<file path="config.mk">
export PLATFORM = sky130hd
export DESIGN_NAME = pixel_stream_packer
export DESIGN_NICKNAME = d
export VERILOG_FILES = /design/src/rtl/img_pkg.sv /design/src/rtl/pix_fifo.sv /design/src/rtl/pixel_stream_packer.sv
export SDC_FILE = /design/constraint.sdc
export NUM_CORES = 1
export LEC_CHECK = 0
export ABC_AREA = 1
export CAP_MARGIN = 0
export CORE_MARGIN = 5
export CORE_UTILIZATION = 62
export CTS_CLUSTER_DIAMETER = 50
export DETAILED_ROUTE_END_ITERATION = 8
export GPL_TIMING_DRIVEN = 0
export HOLD_SLACK_MARGIN = 0.15
export PLACE_DENSITY = 0.95
export SYNTH_ARGS = -nofsm -noshare
export SYNTH_HDL_FRONTEND = slang
export SYNTH_SLANG_ARGS = --single-unit
export TNS_END_PERCENT = 1
</file>
<file path="constraint.sdc">
create_clock -name clk -period 5.8 [get_ports clk]
set_clock_uncertainty 0.15 [all_clocks]
set_input_delay 1.16 -clock clk [delete_from_list [all_inputs] [get_ports clk]]
set_output_delay 1.16 -clock clk [all_outputs]
set_load 0.05 [all_outputs]
</file>
<file path="src/rtl/img_pkg.sv">
// Image geometry and frame FSM encoding shared by the pixel packer and Main_Ctrl_Unit.
package img_pkg;
  localparam int IMG_DIM    = 20;
  localparam int BIT_LENGTH = 5;
  localparam int TOTAL_PIX  = IMG_DIM * IMG_DIM;
  localparam int PIX_CNT_W  = 9;

  typedef logic [1:0] state_t;

  localparam logic [1:0] IDLE   = 2'd0;
  localparam logic [1:0] STREAM = 2'd1;
  localparam logic [1:0] TAIL   = 2'd2;
endpackage

</file>
<file path="src/rtl/pix_fifo.sv">
// Pixel buffer kept as a packed shift vector: entry 0 is always the oldest pixel,
// so the three head entries come straight off flops. One push, pop of 0..3, flush.
module pix_fifo #(
  parameter int DEPTH = 6,
  parameter int W     = 5,
  localparam int OCC_W = $clog2(DEPTH + 1)
) (
  input  logic             clk,
  input  logic             reset,
  input  logic             push,
  input  logic [W-1:0]     push_data,
  input  logic [1:0]       pop_cnt,
  input  logic             flush,
  output logic [W-1:0]     head0,
  output logic [W-1:0]     head1,
  output logic [W-1:0]     head2,
  output logic [OCC_W-1:0] occ
);
  localparam int VW = DEPTH * W;

  logic [VW-1:0]    mem_q, shifted, mem_n;
  logic [OCC_W-1:0] occ_q, base, occ_n;

  always_comb begin
    shifted = mem_q >> (int'(pop_cnt) * W);
    base    = flush ? '0 : occ_q - OCC_W'(pop_cnt);
    occ_n   = base + OCC_W'(push);
    mem_n   = shifted;
    if (push) begin
      mem_n = (shifted & ~({{(VW-W){1'b0}}, {W{1'b1}}} << (int'(base) * W)))
            | ({{(VW-W){1'b0}}, push_data} << (int'(base) * W));
    end
  end

  always_ff @(posedge clk) begin
    mem_q <= mem_n;
    if (reset) occ_q <= '0;
    else       occ_q <= occ_n;
  end

  assign head0 = mem_q[W-1:0];
  assign head1 = mem_q[2*W-1:W];
  assign head2 = mem_q[3*W-1:2*W];
  assign occ   = occ_q;
endmodule

</file>
<file path="src/rtl/pixel_stream_packer.sv">
// Packs a 1-pixel/cycle stream into 3-pixel beats with load_end on the last beat of a frame.
// Optional PIX_CKSUM_EN adds a per-frame mod-256 pixel checksum (cksum, cksum_valid).
module pixel_stream_packer
  import img_pkg::*;
#(
  parameter int IMG_DIM    = img_pkg::IMG_DIM,
  parameter int BIT_LENGTH = img_pkg::BIT_LENGTH,
  parameter int FIFO_DEPTH = 6
) (
  input  logic                  clk,
  input  logic                  reset,
  input  logic [BIT_LENGTH-1:0] in_pixel,
  input  logic                  in_valid,
  input  logic                  in_sof,
  output logic                  in_ready,
  output logic [BIT_LENGTH-1:0] out_pixel0,
  output logic [BIT_LENGTH-1:0] out_pixel1,
  output logic [BIT_LENGTH-1:0] out_pixel2,
  output logic [1:0]            out_count,
  output logic                  out_valid,
  input  logic                  out_ready,
  output logic                  load_end,
`ifdef PIX_CKSUM_EN
  output logic [7:0]            cksum,
  output logic                  cksum_valid,
`endif
  output logic                  frame_err
);
  localparam int TOTAL = IMG_DIM * IMG_DIM;
  localparam int CNT_W = $clog2(TOTAL + 1);
  localparam int OCC_W = $clog2(FIFO_DEPTH + 1);

  function automatic logic [1:0] sat_lanes(input logic [OCC_W-1:0] occ_v);
    return (occ_v >= OCC_W'(3)) ? 2'd3 : occ_v[1:0];
  endfunction

  logic                  push, pop, flush, store, err_set;
  logic [1:0]            pop_cnt;
  state_t                state_q, state_n;
  logic [CNT_W-1:0]      pix_cnt_q, pix_cnt_n;
  logic [OCC_W-1:0]      occ, occ_n;
  logic [BIT_LENGTH-1:0] head0, head1, head2;
  logic                  vld_p1, last_p1, rdy_p1, frame_err_q;
  logic [1:0]            cnt_p1;
  logic                  vld_n, last_n, rdy_n;
  logic [1:0]            cnt_n;

  assign push    = in_valid && rdy_p1;
  assign pop     = vld_p1 && out_ready;
  assign pop_cnt = pop ? cnt_p1 : 2'd0;
  assign flush   = push && in_sof && (state_q == STREAM);
  assign store   = push && ((state_q == STREAM) || ((state_q == IDLE) && in_sof));

  pix_fifo #(.DEPTH(FIFO_DEPTH), .W(BIT_LENGTH)) u_fifo (
    .clk       (clk),
    .reset     (reset),
    .push      (store),
    .push_data (in_pixel),
    .pop_cnt   (pop_cnt),
    .flush     (flush),
    .head0     (head0),
    .head1     (head1),
    .head2     (head2),
    .occ       (occ)
  );

  always_comb begin
    state_n   = state_q;
    pix_cnt_n = pix_cnt_q;
    err_set   = 1'b0;
    occ_n     = flush ? OCC_W'(store) : occ - OCC_W'(pop_cnt) + OCC_W'(store);
    case (state_q)
      IDLE: begin
        if (push) begin
          if (in_sof) begin
            state_n   = STREAM;
            pix_cnt_n = CNT_W'(1);
          end else begin
            err_set = 1'b1;
          end
        end
      end
      STREAM: begin
        if (push) begin
          if (in_sof) begin
            pix_cnt_n = CNT_W'(1);
            err_set   = 1'b1;
          end else begin
            pix_cnt_n = pix_cnt_q + CNT_W'(1);
            if (pix_cnt_n == CNT_W'(TOTAL)) state_n = TAIL;
          end
        end
      end
      TAIL: begin
        if (pop && last_p1) begin
          state_n   = IDLE;
          pix_cnt_n = '0;
        end
      end
      default: state_n = IDLE;
    endcase
    vld_n  = (occ_n >= OCC_W'(3)) || ((state_n == TAIL) && (occ_n != '0));
    cnt_n  = vld_n ? sat_lanes(occ_n) : 2'd0;
    last_n = vld_n && (state_n == TAIL) && (occ_n <= OCC_W'(3));
    rdy_n  = (occ_n < OCC_W'(FIFO_DEPTH)) && (state_n != TAIL);
  end

  // Stage p1: beat control registered from next-state values
  always_ff @(posedge clk) begin
    if (reset) begin
      state_q     <= IDLE;
      pix_cnt_q   <= '0;
      frame_err_q <= 1'b0;
      vld_p1      <= 1'b0;
      cnt_p1      <= 2'd0;
      last_p1     <= 1'b0;
      rdy_p1      <= 1'b0;
    end else begin
      state_q     <= state_n;
      pix_cnt_q   <= pix_cnt_n;
      frame_err_q <= frame_err_q | err_set;
      vld_p1      <= vld_n;
      cnt_p1      <= cnt_n;
      last_p1     <= last_n;
      rdy_p1      <= rdy_n;
    end
  end

  assign in_ready   = rdy_p1;
  assign out_valid  = vld_p1;
  assign out_count  = cnt_p1;
  assign load_end   = last_p1;
  assign frame_err  = frame_err_q;
  assign out_pixel0 = (cnt_p1 >= 2'd1) ? head0 : '0;
  assign out_pixel1 = (cnt_p1 >= 2'd2) ? head1 : '0;
  assign out_pixel2 = (cnt_p1 == 2'd3) ? head2 : '0;

`ifdef PIX_CKSUM_EN
  logic [7:0] acc_q, cksum_p1;
  logic       cksum_vld_p1;

  always_ff @(posedge clk) begin
    if (store) begin
      if ((state_q == IDLE) || flush) acc_q <= 8'(in_pixel);
      else                            acc_q <= acc_q + 8'(in_pixel);
    end
  end

  // Stage p1: checksum published the cycle after the load_end handshake
  always_ff @(posedge clk) begin
    if (reset) begin
      cksum_vld_p1 <= 1'b0;
      cksum_p1     <= 8'd0;
    end else begin
      cksum_vld_p1 <= pop && last_p1;
      if (pop && last_p1) cksum_p1 <= acc_q;
    end
  end

  assign cksum       = cksum_p1;
  assign cksum_valid = cksum_vld_p1;
`endif
endmodule

</file>
== Word-level counts from Yosys, hierarchy flattened ==
Cells that the tools add are included.
Operators by class
  shift-type cells: 3
  equal/unequal tests: 10
  reduce and logical (&&, ||, !) cells: 18
  bitwise logic cells: 5
  multiplexer cells: 26
  magnitude comparators: 5
  $add $sub $neg: 4
  div/mod/pow operators: 0
  multiply operators: 2
Operators by type and width (count)
  $mux 9: 5
  $shl 5x32->30: 1
  $shl 5x32->30 const A: 1
  $shr 30x32->30: 1
  $and 30x30->30: 1
  $mux 30: 1
  $not 30->30: 1
  $or 30x30->30: 1
  $pmux 9 s3: 1
  $mux 2: 8
  $mux 5: 3
  $logic_and 1x1->1: 11
  $ne 2x2->1 const B: 5
  $add 9x1->9 const B: 1
  $eq 9x9->1 const B: 1
  $add 3x1->3: 2
  $eq 2x2->1 const B: 3
  $mul 3x3->6 const B: 1
  $mux 3: 2
  $pmux 2 s3: 1
  $reduce_bool 3->1: 2
  $mul 2x3->5 const B: 1
  $reduce_and 5->1: 1
  $mux 1: 4
  13 further kinds: 14
Storage, ports and cells
  input port bits: 10
  bits in read-only memories: 0
  memories kept: 0
  output and inout port bits: 21
  bits in registers: 50
  bits in writable memories: 0
  word-level logic and storage cells: 82
  bits in latches: 0

== Logic depth before layout (Yosys ltp) ==
Gate-level depths: netlist of the first run.
  depth in word-level cells: 11
  gate-level depth with buffers: 16
  gate-level depth less buffers: 15

== Hierarchy ==
Synthesis of the first run repeated with hierarchy kept, for this count alone.
Unflattened totals
  cell total of the unflattened synthesis: 611
  area total of the unflattened synthesis: 3676.0 um^2
By module, submodules not included
  pix_fifo: seq. area each 660.6 um^2, cells an instance 399, area an instance 2391.0 um^2, times used 1
  pixel_stream_packer: seq. area each 340.3 um^2, cells an instance 212, area an instance 1285.0 um^2, times used 1

== Worst setup path before layout of the first run ==
OpenSTA, ideal clock, no wires.
  path kind: in2reg
  from: input out_ready
  to: register cnt_p1[1], in the netlist out_count[1]
  required time: 5.537 ns
  stages on the path: 15
  slack: 2.189 ns
  setup time: 0.113 ns
  data arrival time: 3.348 ns
  buffers on the path: 2
  cell sequence: nand3_2 inv_2 buf_2 buf_2 ha_1 fa_1 inv_1 ha_1 or2_2 nand3_1 nand2_1 nor2_1 nor2_1 nand2_2 nor2_1
Between the ends
  word-level cells in the longest chain between the ends: 10
  elaborated cells between the ends (all ways): 16
  those cells by class: add/sub (2); order compare (1); eq/ne (1); mux (5); bitwise (1); reduce/logical (6)
Ends and longest elaborated chain
  start: declaration: line pixel_stream_packer.sv:21  | input logic out_ready,
  $logic_and 1x1->1 *: line pixel_stream_packer.sv:49  | assign pop = vld_p1 && out_ready;
  parallel branches: the longest is 9 deep, another holds $sub 3x2->3
  end signal: assignment: line pixel_stream_packer.sv:123  | cnt_p1 <= cnt_n;
  end: declaration: line pixel_stream_packer.sv:44  | logic [1:0] cnt_p1;
Mark *: on every way between the ends.
A chain may end at the register's enable or synchronous reset.

== Final worst setup path of the first run ==
  from: input out_ready
  to: register u_fifo.mem_q[18]
Between the ends
  word-level cells in the longest chain between the ends: 10
  elaborated cells between the ends (all ways): 13
  those cells by class: add/sub (1); mul (2); shift (3); mux (3); bitwise (3); reduce/logical (1)
Ends and longest elaborated chain
  $logic_and 1x1->1 *: line pixel_stream_packer.sv:49
  $mux 2 *: line pixel_stream_packer.sv:50  | assign pop_cnt = pop ? cnt_p1 : 2'd0;
  $sub 3x2->3: line pix_fifo.sv:26  | base = flush ? '0 : occ_q - OCC_W'(pop_cnt);
  $mux 3: line pix_fifo.sv:26
  $mul 3x3->6: line pix_fifo.sv:30, pix_fifo.sv:31
  $shl 5x32->30: line pix_fifo.sv:30  | mem_n = (shifted & ~({{(VW-W){1'b0}}, {W{1'b1}}} << (int'(base) * W)))
  $not 30->30: line pix_fifo.sv:30
  $and 30x30->30: line pix_fifo.sv:30
  $or 30x30->30: line pix_fifo.sv:31  | | ({{(VW-W){1'b0}}, push_data} << (int'(base) * W));
  $mux 30 *: line pix_fifo.sv:29  | if (push) begin
  via u_fifo.mem_n[18]: line pix_fifo.sv:21  | logic [VW-1:0] mem_q, shifted, mem_n;
  end signal: assignment: line pix_fifo.sv:36  | mem_q <= mem_n;
  end: declaration: line pix_fifo.sv:21
The timed path passes the listed nets; every way through them passes the cells marked *.

==> results of run 1 <==
final cells by class:
cell class                      count  area, um^2
Buffer                             22       106.4
Multi-Input combinational cell    391        1957
Clock buffer                        5       68.82
Sequential cell                    50        1001
Clock inverter                      3       43.79
Tap cell                           70       87.58
Fill cell                         420        1348
Inverter                           72       270.3
Timing Repair Buffer               29       290.3
report_power, final:
group / switching [mW] / internal, mW
clock: 0.126 / 0.129
sequential: 0.0263 / 0.387
combinational: 0.132 / 0.0735
path summary, 6_finish.rpt:
kind	startpoint	to	slack, ps	cells past startpoint
max	out_ready	u_fifo.mem_q[18]	1430	12
min reg2reg	frame_err	frame_err	330	2
min	frame_err	frame_err	330	2
max reg2reg	out_valid	u_fifo.mem_q[18]	2390	11
registers in the layout, summed over array words and instances, names as in the netlist:
register	cells
out_valid	1
state_q	2
in_ready	1
load_end	1
out_count	2
u_fifo.mem_q	30
frame_err	1
pix_cnt_q	9
u_fifo.occ	3
worst max-delay path, cell delays in order:
cell and delay [ps]:
clkdlybuf4s50_1 520, nand3_2 220, inv_2 210, buf_2 260
buf_2 300, ha_1 230, fa_1 460, nor2_2 220
nand4_1 420, inv_1 200, a21oi_1 60, a22oi_1 190
placed cells by master, fill, tap and decap left out, types with 2 or more instances in the layout:
cell             instances
o31ai_1                  4
ha_1                    11
inv_1                   60
clkbuf_1                 9
a21oi_1                 22
nand4_1                  3
dfxtp_1                 50
o21a_1                   2
nand2_1                142
a211oi_1                 2
or2_0                    2
buf_4                    3
o21ai_0                 59
nor2_2                   8
nand3_1                 29
nor2_4                   2
clkdlybuf4s50_1         29
o22ai_1                  4
nand2_2                  5
buf_2                   10
inv_2                   12
o211ai_1                 8
a22oi_1                  3
o21ai_1                 20
clkbuf_8                 5
mux2i_1                  5
nor2_1                  50
per-layer routing:
| layer | up-vias | global-route usage | share of wire |
|---|---|---|---|
| met3 | 34 | 0.06436 | 0.12 |
| met1 | 1699 | 0.4291 | 0.43 |
| met4 | 0 | 0.1100 | 0.030 |
| met5 | - | 0 | 0 |
| met2 | 238 | 0.4599 | 0.42 |
| li1 | 1799 | - | - |
cells by family after synthesis:
family,synth area share
mux,0.01501
flops,0.3002
xor+xnor,0.002627
fa+ha+maj,0.04728
buf+inv,0.1129
compound gates,0.2094
simple gates,0.3126
through the flow:
| step | worst slack, ps | instances | instance area (um^2) |
|---|---|---|---|
| after global routing | 1289 | 642 | 3825 |
| after CTS | 1553 | 642 | 3825 |
| after floorplan | 2189 | 535 | 3334 |
| after detailed placement | 1242 | 634 | 3712 |
| final | 1431 | 642 | 3825 |
| after global placement | 1264 | 634 | 3712 |
==> flow_metrics.py, run 1 <==
metrics = {
    "global_route": {
        "grt_pass1_wl_um": 17130,
        "grt_overflow": 0,
        "grt_util_all_layers": 0.3056,
        "grt_max_degree": 17,
        "first_global_vias": 3532,
        "antenna_found_initial": 0,
    },
    "floorplan": {
        "die_width_um": 83.34,
        "die-area_um2": 6945,
        "floorplan.initialDensity": 0.6447,
        "boundaryPins": 31,
        "die_height_um": 83.34,
        "core_area_um2": 5172,
        "row_count": 26,
    },
    "detailed_routing": {
        "drc": 0,
        "viasPerCell": 5.872,
        "first_pass_iters": 7,
        "num_vias": 3770,
        "post_drt_wl_per_cell_um": 16.38,
        "routed_wl_um": 10520,
        "drt_iter0_drc": 545,
        "final_antenna_net_count": 0,
    },
    "power": {
        "leakagePower_nw": 1.761,
        "cellPowerDensity_nw_per_um2": 228.4,
        "fin_total_pwr_mw": 0.8738,
        "peakVddDrop_uv": 177.0,
    },
    "synth": {
        "synth_top_area_frac": 0.3002,
        "yosys_warnings": 0,
        "synth-async-reset-ratio": 0,
        "synth.most_common_cell": "nand2_1",
        "ys_top_cells_by_count": "nand2_1 (142), inv_1 (60), o21ai_0 (59)",
        "synthCells": 535,
        "synth_flop_cell": "dfxtp_1",
        "syn-num-nets": 557,
        "synth_edf_count": 0,
        "syn_area_um2": 3334,
        "yosys-top-cells-area": "dfxtp_1 (30%), nand2_1 (16%), o21ai_0 (8.9%), inv_1 (6.8%), nor2_1 (5.6%)",
        "ys_seq_area_frac": 0.3002,
        "yosysTopAreaCell": "dfxtp_1",
        "ys_seq_elements": 50,
        "synth_cell_type_count": 35,
        "postSynthAreaPerCell_um2": 6.233,
    },
    "sta": {
        "tns_ps": 0,
        "whs_ps": 325.3,
        "finalHoldViolCount": 0,
        "rsz0062_at_grt": "false",
        "setup_viol": 0,
        "report.final.slew_viol_count": 0,
        "min_period_ps": 4369,
        "max_slew_margin": 0.6266,
        "max_freq_mhz": 228.9,
        "worst_slew_pin_slew_ps": 560.1,
        "period_share": 0.7533,
    },
    "critical_path": {
        "end_kind": "flip-flop",
        "worstPathMaxFanout": 10,
        "criticalPathCategory": "in -> reg",
        "crit_required_ps": 5880,
        "critPathLaunchType": "primary input",
        "crit_arrival_ps": 4450,
    },
    "clock_network": {
        "hold_buffers": 0,
        "root_buffer": "clkbuf_8",
        "post-cts-setup-buffer-count": 0,
        "clkTransAtPathRegs_ps": 100,
        "clk_latency_ps": 310,
        "cts_tree": "done",
        "cts_buffers": 5,
        "cts_resized": 0,
        "cts.sinks": 50,
        "cts_buffer_depth": 2,
        "cts-htree-levels": 2,
    },
    "cells_and_area": {
        "n_antenna_cell": 0,
        "final_util": 0.7395,
        "drive_gt1_frac": 0.09091,
        "layout.nets": 593,
        "synthToLayoutAreaGrowth_pct": 14.71,
    },
    "place": {
        "routabilityCongestion": 0.9978,
        "io_buffers": 29,
        "place_hpwl_um": 8065,
    },
    "min_path": {
        "hold_class": "reg -> reg",
    },
    "job": {
        "cap_violations": 0,
    },
    "outcome": {
        "status": "finished clean",
    },
}
Note: power is estimated with default switching activity, not from simulation.
==> run 2, diff against run 1 <==
--- a/config.mk
+++ b/config.mk
@@ -8,12 +8,12 @@
 export ABC_AREA = 1
 export CAP_MARGIN = 0
 export CORE_MARGIN = 5
-export CORE_UTILIZATION = 62
+export CORE_UTILIZATION = 52
 export CTS_CLUSTER_DIAMETER = 50
 export DETAILED_ROUTE_END_ITERATION = 8
 export GPL_TIMING_DRIVEN = 0
 export HOLD_SLACK_MARGIN = 0.15
-export PLACE_DENSITY = 0.95
+export PLACE_DENSITY = 0.88
 export SYNTH_ARGS = -nofsm -noshare
 export SYNTH_HDL_FRONTEND = slang
 export SYNTH_SLANG_ARGS = --single-unit
==> constraint.sdc (replaced) <==
create_clock -name clk -period 3.6 [get_ports clk]
set_clock_uncertainty 0.15 [all_clocks]
set_input_delay 0.72 -clock clk [delete_from_list [all_inputs] [get_ports clk]]
set_output_delay 0.72 -clock clk [all_outputs]
set_load 0.05 [all_outputs]
==> flow_metrics.py, run 2 (synthesis results as in run 1) <==
metrics = {
    "outcome": {
        "status": "finished clean",
    },
    "cells_and_area": {
        "final_util": 0.6077,
        "layout_common_cells": "nand2_1 (142), inv_1 (60), o21ai_0 (59), nor2_1 (50), dfxtp_1 (50)",
        "synthToLayoutAreaGrowth_pct": 14.41,
        "stdcell_area_um2": 3815,
        "largest_reg_flops": 30,
        "drive_gt1_frac": 0.08612,
        "final_common_cell": "nand2_1",
        "n_antenna_cell": 0,
        "regMostFlops": "u_fifo.mem_q",
        "layout.nets": 590,
    },
    "detailed_routing": {
        "viasPerCell": 5.534,
        "final_antenna_net_count": 0,
        "num_vias": 3575,
        "drt_iter0_drc": 351,
        "post_drt_wl_per_cell_um": 14.67,
        "routed_wl_um": 9478,
        "first_pass_iters": 6,
        "drc": 0,
    },
    "clock_network": {
        "root_buffer": "clkbuf_8",
        "post-cts-setup-buffer-count": 0,
        "clkTransAtPathRegs_ps": 90,
        "cts_buffers": 5,
        "cts.sinks": 50,
        "cts_tree": "done",
        "cts_buffer_depth": 2,
        "clk_latency_ps": 300,
        "cts-htree-levels": 2,
        "hold_buffers": 0,
    },
    "floorplan": {
        "boundaryPins": 31,
        "die_width_um": 90.08,
        "die-area_um2": 8114,
        "core_area_um2": 6277,
        "row_count": 29,
        "die_height_um": 90.08,
        "floorplan.initialDensity": 0.5312,
    },
    "critical_path": {
        "crit_required_ps": 3660,
        "crit_arrival_ps": 3470,
        "critPathLaunchType": "primary input",
        "worstPathMaxFanout": 28,
        "end_kind": "flip-flop",
        "criticalPathCategory": "in -> reg",
    },
    "sta": {
        "report.final.slew_viol_count": 0,
        "min_period_ps": 3413,
        "finalHoldViolCount": 0,
        "rsz0062_at_grt": "false",
        "max_slew_margin": 0.6548,
        "tns_ps": 0,
        "worst_slew_pin_slew_ps": 516.2,
        "max_freq_mhz": 293.0,
        "period_share": 0.9480,
        "setup_viol": 0,
    },
    "place": {
        "routabilityCongestion": 0.9679,
        "place_hpwl_um": 7460,
        "io_buffers": 29,
        "placed_cell_area_um2": 3721,
    },
    "power": {
        "p_comb_frac": 0.245,
        "switching_share": 0.3271,
        "peakVddDrop_uv": 246.1,
        "seqPwrFrac": 0.498,
        "p_clk_frac": 0.257,
        "switchingPower_mw": 0.4366,
        "p_int_mw": 0.8979,
        "cellPowerDensity_nw_per_um2": 349.8,
        "leakagePower_nw": 1.733,
    },
    "job": {
        "cap_violations": 0,
    },
    "global_route": {
        "antenna_found_initial": 0,
        "grt_pass1_wl_um": 15770,
        "first_global_vias": 3360,
        "grt_max_degree": 29,
        "grt_overflow": 0,
        "grt_util_all_layers": 0.2312,
    },
    "min_path": {
        "hold_class": "reg -> reg",
    },
}
run 2: cell types whose count changed in the layout (fill, tap and decap cells not counted), sizes merged:
cell    before  now
buf         13   10
clkbuf      14   16
bufinv       1    0
inv         73   72
run 2: metal layers:
| metal | wire [um] | vias to the layer above | global-route usage |
|---|---|---|---|
| met5 | 0 | - | 0 |
| met4 | 165 | 0 | 0.06203 |
| met3 | 694 | 16 | 0.04341 |
| met2 | 4582 | 149 | 0.3933 |
| met1 | 4035 | 1625 | 0.2990 |
| li1 | - | 1785 | - |
run 2: stage by stage:
step / hold WS (ps) / instances / power [mW] / worst slack [ps]
6_report: 345.1 / 646 / 1.334 / 187.1
5_1_grt: 378.4 / 646 / 1.413 / 13.53
4_1_cts: 343.6 / 647 / 1.328 / 40.75
3_5_place_dp: 331.5 / 641 / 0.9870 / -490.1
3_3_place_gp: 303.1 / 641 / 0.9793 / -411.1
2_1_floorplan: 300.0 / 535 / 0.8931 / 429.5
run 2: final timing paths:
| kind | to | startpoint | slack [ps] | depth (start not counted) |
|---|---|---|---|---|
| worst max-delay path | load_end | out_ready | 190 | 14 |
| worst min-delay path | u_fifo.mem_q[29] | u_fifo.mem_q[29] | 350 | 2 |
| worst max register to register | load_end | out_count[1] | 680 | 14 |
| worst min register to register | u_fifo.mem_q[29] | u_fifo.mem_q[29] | 350 | 2 |
run 2: power groups by stage:
stage | combinational [mW] | sequential, mW | clock (mW)
final | 0.327 | 0.665 | 0.343
after global routing | 0.366 | 0.671 | 0.377
after CTS | 0.315 | 0.662 | 0.351
after detailed placement | 0.312 | 0.675 | 0
after global placement | 0.307 | 0.672 | 0
after floorplan | 0.226 | 0.667 | 0
run 2: final cells by class:
type | instances | area, um^2
Fill cell | 612 | 2462
Multi-Input combinational cell | 391 | 1969
Sequential cell | 50 | 1001
Timing Repair Buffer | 29 | 290.3
Inverter | 72 | 275.3
Tap cell | 77 | 96.34
Buffer | 19 | 91.34
Clock buffer | 7 | 86.33
Clock inverter | 1 | 5.005
run 2: repair_timing:
action | CTS | global route
resized for setup | 2 | 4
pin swaps | 1 | 0
setup endpoints to repair | 16 | 17
run 2: critical path, stage by stage:
cell	delay [ps]
clkdlybuf4s50_1	500
nand3_4	170
inv_4	140
ha_1	230
fa_1	530
inv_1	80
ha_1	200
or2_2	290
nand3_1	150
nand2_1	120
nor2_1	110
nor2_1	50
nand2_2	110
nor2_1	50
